### src/rtl/seq_match_fsm.sv
// Sequence recogniser: flags every occurrence of a DEPTH-symbol pattern in a
// stream of SYM_W-bit symbols, with a runtime-loadable pattern and saturating hit count.
module seq_match_fsm #(
  parameter int                       SYM_W    = 2,
  parameter int                       DEPTH    = 4,
  parameter logic [DEPTH*SYM_W-1:0]   PAT_INIT = 8'h78,
  parameter bit                       OVERLAP  = 1'b1,
  parameter bit                       MEALY    = 1'b1,
  parameter int                       CNT_W    = 8
) (
  input  logic                       clk,
  input  logic                       reset,
  input  logic                       clr,
  input  logic                       in_valid,
  input  logic [SYM_W-1:0]           in_sym,
  input  logic                       pat_we,
  input  logic [$clog2(DEPTH):0]     pat_idx,
  input  logic [SYM_W-1:0]           pat_sym,
  output logic                       match,
  output logic [CNT_W-1:0]           match_cnt,
  output logic [DEPTH-1:0]           prog
);

  // Handshake: in_valid qualifies in_sym and there is no ready; a symbol is
  // consumed on any edge where in_valid=1 and neither clr nor pat_we is high.

  logic [SYM_W-1:0] pat_q [DEPTH];
  logic [SYM_W-1:0] pat_d [DEPTH];
  logic [DEPTH-1:0] prog_q, prog_d, nxt;
  logic [CNT_W-1:0] cnt_q, cnt_d;
  logic             mreg_q, mreg_d;
  logic             accept, wr_ok, hit;

  always_ff @(posedge clk or posedge reset) begin
    if (reset) begin
      for (int k = 0; k < DEPTH; k++) pat_q[k] <= PAT_INIT[k*SYM_W +: SYM_W];
      prog_q <= '0;
      cnt_q  <= '0;
      mreg_q <= 1'b0;
    end else begin
      pat_q  <= pat_d;
      prog_q <= prog_d;
      cnt_q  <= cnt_d;
      mreg_q <= mreg_d;
    end
  end

  always_comb begin
    accept = in_valid & ~pat_we & ~clr;
    wr_ok  = pat_we && (int'(pat_idx) < DEPTH);

    // One bit per pattern prefix; several prefixes may be live at once.
    nxt    = '0;
    nxt[0] = (in_sym == pat_q[0]);
    for (int k = 1; k < DEPTH; k++) nxt[k] = prog_q[k-1] & (in_sym == pat_q[k]);
    hit = accept & nxt[DEPTH-1];

    prog_d = prog_q;
    if (clr || wr_ok)      prog_d = '0;
    else if (accept)       prog_d = (!OVERLAP && hit) ? '0 : nxt;

    // The pattern write still lands when clr is high.
    pat_d = pat_q;
    for (int k = 0; k < DEPTH; k++)
      if (wr_ok && int'(pat_idx) == k) pat_d[k] = pat_sym;

    cnt_d = cnt_q;
    if (clr)                      cnt_d = '0;
    else if (hit && cnt_q != '1)  cnt_d = cnt_q + 1'b1;

    mreg_d = hit;
  end

  assign match     = MEALY ? hit : mreg_q;
  assign match_cnt = cnt_q;
  assign prog      = prog_q;

endmodule

### config.mk
export PLATFORM = sky130hd
export DESIGN_NAME = seq_match_fsm
export DESIGN_NICKNAME = d
export VERILOG_FILES = /design/src/rtl/seq_match_fsm.sv
export SDC_FILE = /design/constraint.sdc
export NUM_CORES = 1
export LEC_CHECK = 0
export CORE_ASPECT_RATIO = 0.75
export CORE_UTILIZATION = 43
export DETAILED_ROUTE_END_ITERATION = 8
export PLACE_DENSITY = 0.76
export SLEW_MARGIN = 20
export SYNTH_ARGS = -nofsm -noshare
export SYNTH_HDL_FRONTEND = slang
export SYNTH_SLANG_ARGS = --single-unit
### constraint.sdc
create_clock -name clk -period 1.6 [get_ports clk]
set_input_delay 0.16 -clock clk [delete_from_list [all_inputs] [get_ports clk]]
set_output_delay 0.16 -clock clk [all_outputs]
set_load 0.005 [all_outputs]
## After elaboration in Yosys (flattened, before gate mapping)

Index checks and enable logic that the tools add are counted.

- Output and inout port bits: 13
- Word-level logic and storage cells: 38
- Register bits: 20

- Bitwise gates (word level): 8
- $add $sub $neg: 1
- Reduce and logical (&&, ||, !) cells: 10
- Muxes and demuxes: 4
- Magnitude comparators: 1
- Equal/unequal tests: 8

Operators by type and width:

| cell | count |
|---|---|
| $mux W8 | 2 |
| $add A8 B1 Y8 const B | 1 |
| $eq A2 B2 Y1 | 4 |
| $mux W4 | 2 |
| $ne A8 B8 Y1 const B | 1 |
| $and A1 B1 Y1 | 6 |
| $eq A3 B3 Y1 const B | 2 |
| $logic_and A1 B1 Y1 | 6 |
| $reduce_bool A2 Y1 | 2 |
| $eq A3 B2 Y1 const B | 1 |
| $logic_not A3 Y1 | 1 |
| $lt A3 B3 Y1 const B | 1 |
| $not A1 Y1 | 2 |
| $logic_or A1 B1 Y1 | 1 |

## Longest topological paths before layout

- Depth after elaboration: 7
- Depth in mapped cells: 6
- Depth with buffers taken out: 5

## Worst setup path before layout

OpenSTA, ideal clock, no wires.

- Path type: register -> register
- Start: register cnt_q[3] (netlist: match_cnt[3])
- End: register cnt_q[4] (netlist: match_cnt[4])
- Arrival time: 1.576 ns
- Path slack: -0.054 ns
- Required time: 1.522 ns
- Period minus slack after synthesis: 1.654 ns
- Stages on the path, launching flop included: 6
- Cells stage by stage: dfrtp_1 > and4_1 > and4_1 > clkbuf_1 > or4_1 > a21oi_1

- Longest elaborated chain between the ends: 3

RTL lines:

| element | line | source |
|---|---|---|
| start: declaration | 30 | `logic [CNT_W-1:0] cnt_q, cnt_d;` |
| start signal: assignment | 43 | `cnt_q <= cnt_d;` |
| $add A8 B1 Y8 / $ne A8 B8 Y1 (equally long branches) | 69 | `else if (hit && cnt_q != '1) cnt_d = cnt_q + 1'b1;` |
| $mux W8 / $logic_and A1 B1 Y1 (equally long branches) | 69 |  |
| $mux W8 / $reduce_bool A2 Y1 (equally long branches) | - |  |

Parallel ways exist; a longest one is shown, timed or not. The select of a mux whose other input is x is not followed.
A chain may end at the register's enable or synchronous reset.

## Worst setup path in the final report

- Start: register pat_q[0] (netlist bit)
- End: register cnt_q[4] (netlist: match_cnt[4])

- Longest elaborated chain between the ends: 5

RTL lines:

| element | line | source |
|---|---|---|
| start: declaration | 27 | `logic [SYM_W-1:0] pat_q [DEPTH];` |
| start signal: assignment | 41 | `pat_q <= pat_d;` |
| $eq A2 B2 Y1 | 55 | `for (int k = 1; k < DEPTH; k++) nxt[k] = prog_q[k-1] & (in_sym == pat_q[k]);` |
| $and A1 B1 Y1 | 55 |  |
| $and A1 B1 Y1 | 56 | `hit = accept & nxt[DEPTH-1];` |
| $logic_and A1 B1 Y1 | 69 |  |
| $reduce_bool A2 Y1 (no source line) | - |  |

Every way passes these cells.

==> summary.txt <==
Synthesis
  – Post-synth top area share: 37.78%
  – Post-Syn Nets: 116
  – Top post-synthesis cells by area: dfrtp_1 (38%), dfstp_2 (9.9%), mux2_2 (8.5%), xnor2_1 (5.0%), a21oi_1 (3.8%)
  – Avg Inst Size Synth: 10.29 um2
  – Unique cell type count in the Yosys netlist: 34
  – Mapped Cells: 103
  – Post-synth top area cell: dfrtp_1
  – Synth warnings: 0
  – Cell area after synthesis: 1060 um2
  – Seq cells post-synth: 20
  – Post-synthesis sequential area ratio: 47.70%

Cells and area
  – Final nets: 166
  – Non-Filler Instances: 185
  – Commonest non-fill, non-tap cell in the layout: clkdlybuf4s50_1
  – Diode count: 0
  – Sequential cell area: 505.5 um2
  – Multi-input gate area: 595.6 um2
  – Final Util: 70.51%
  – Share of cells above drive strength 1: 37.75%
  – Final-layout fill cell count: 165
  – Most frequent cells in the layout: clkdlybuf4s50_1 (23), buf_4 (21), dfrtp_1 (16)
  – Area growth from synthesis to layout: 53.60%

Job
  – Max_cap viols: 0

Place
  – Routability Congestion: 0.8789
  – DP Wirelength: 2028 um
  – Placed cells: 176
  – # port buffers: 24
  – Dpl ws: -0.3514 ns

Global routing
  – Number of global-route vias before repair: 919
  – Initial antenna violation count: 0
  – Met3 usage in global routing: 5.158%
  – Remaining Overflow, GRT: 0
  – Most Crowded Layer GR: met2
  – Routing usage on met1: 29.85%
  – First-pass GRT wire length: 4140 um
  – Grt met2 use: 35.28%
  – Largest net degree at the start of global routing: 21
  – GRT Resource Usage Total: 21.76%

Power
  – Switching Share: 24.59%
  – P_sw: 0.2495 mW
  – Worst vdd ir: 0.0004929 V
  – Seq pwr share: 59.5%
  – Clock network fraction of total power: 22.5%
  – PwrDens: 623.4 nW/um2
  – Static leakage: 0.6601 nW
  – Pint: 0.7653 mW
  – Combinational share of power: 17.9%

CTS
  – Hold_buf cts: 0
  – Root Driver: clkbuf_4
  – CTS tree: yes
  – Clock-pin slew on the worst setup and hold paths: 0.10 ns
  – Sink Count: 20
  – Insertion delay to the later sink of the worst-skew pair: 0.30 ns
  – # H-tree levels: 1
  – Total CTS buffers: 3
  – CTS max path bufs: 2

Drt
  – ANT nets after route: 0
  – Via Count: 1020
  – WL per Instance: 16.40 um
  – Detailed Route WL: 3034 um
  – DRC Markers: 0
  – DRT iter0 DRCs: 18
  – Pre-antenna DRT Iters: 4
  – Vias per cell: 5.514

Timing
  – Final Max Tran Viols: 0
  – Final hold violations: 0
  – RSZ-0062 raised after global routing: yes
  – Clock skew: 0.002367 ns
  – Tcrit/Tclk final: 119.2%
  – Endpoints failing setup: 9
  – Worst Tran Pin Value: 0.4581 ns
  – Fin crit period: 1.908 ns
  – Worst setup margin: -0.3079 ns
  – Slew margin rel.: 69.46%
  – Max Fclk: 524.1 MHz

Status
  – Status: finished with violations
  – Failing checks: negative setup slack

Die
  – Boundary pin count: 25
  – Initial cell density of the core: 45.91%
  – Die width: 59.33 um
  – Core Region: 2308 um2
  – Number of cell rows: 15
  – Die Span Y: 45.00 um
  – Die Area: 2669 um2

Critical path
  – Crit Path Max Fanout: 7
  – CP endpoint kind: register
  – Worst Path Required: 1.82 ns
  – R2r setup slk: -0.31 ns
  – Critical Path AT: 2.13 ns
  – Worst setup SP type: register
  – Worst Setup Path Type: reg2reg

Min path
  – HP Class: in2async
cells in the mapped netlist:
library cell	n
nor3b_1	1
nand2_1	7
mux2_2	8
clkbuf_1	3
or3_1	2
dfstp_2	4
buf_6	1
o21a_1	1
nor2_1	5
nor4_1	2
or3_4	1
o21ai_0	3
dfrtp_1	16
or4_1	1
nor2b_1	2
o31ai_1	2
a31oi_1	2
nand4_1	3
nand3_1	5
a32oi_1	1
and2_1	1
ha_1	1
xnor2_1	6
and4_1	2
o21bai_1	1
nand4bb_1	1
inv_1	4
clkinv_1	1
nor3_1	2
a21oi_1	8
xor2_1	2
and3b_1	1
nand3b_1	1
a221o_1	2
through the flow:
step                      power [mW]  setup TNS (ns)  hold WS [ns]  instance area, um2
final                          1.015          -1.333        0.1720                1628
after global routing           1.065          -1.780        0.2023                1628
after CTS                      1.015         -0.9925        0.1750                1565
after detailed placement      0.7895          -2.963        0.4995                1463
after global placement        0.7805          -2.645        0.4942                1463
after floorplan               0.7135        -0.02178        0.1209                1061
cells by family (layout without fill, tap and decap cells):
logic type / after synthesis / in the layout / share of synthesized area (%)
flip-flops: 20 / 20 / 47.70
buffers and inverters: 9 / 57 / 3.895
multiplexers: 8 / 8 / 8.501
AND/OR/NAND/NOR: 37 / 37 / 20.19
AO/OA/AOI/OAI: 20 / 20 / 11.92
adder cells (fa/ha/maj): 1 / 1 / 1.180
XOR/XNOR: 8 / 8 / 6.612
final cells by class:
type	count	share of cell area, %
multi-input combinational	74	36.59
inverter	5	1.460
timing repair buffer	49	26.90
clock buffer	3	1.384
sequential	20	31.05
tap	34	2.613
what timing repair did:
action                                  4_1_cts  5_1_grt
resized for setup                            16       13
setup buffers                                 4        2
gates cloned                                  0        0
hold endpoints to repair                      0        0
endpoints found under the setup margin        7        9
pin swaps                                    10        7
flip-flops by register name, summed over array words and instances (netlist names):
signal     cells
pat_q          8
prog           4
match_cnt      8
layer usage:
metal,vias up,wire length [um]
li1,473,-
met1,510,1391
met2,35,1469
met3,2,159
met4,0,14
met5,-,0
worst max-delay path: stages, from the launching register on:
cell and delay, ns:
dfstp_2 0.55, xor2_1 0.08, or3_4 0.38, buf_6 0.13, buf_6 0.12, or4_4 0.42, a21oi_2 0.16
path summary, 6_finish.rpt:
kind / endpoint / from / depth (start not counted)
max in group asynchronous: pat_q[5] / reset / 3
max: match_cnt[4] / pat_q[0] / 6
max reg2reg: match_cnt[4] / pat_q[0] / 6
min reg2reg: prog[3] / prog[3] / 2
min: prog[2] / reset / 3
min in group clk: prog[3] / prog[3] / 2
power by group through the flow:
stage	sequential [mW]	combinational, mW	clock (mW)
final	0.604	0.182	0.229
after detailed placement	0.612	0.177	0
after global placement	0.610	0.170	0
after CTS	0.602	0.178	0.235
after global routing	0.609	0.195	0.261
after floorplan	0.602	0.112	0
No activity file was read; power rests on OpenSTA's default activity.
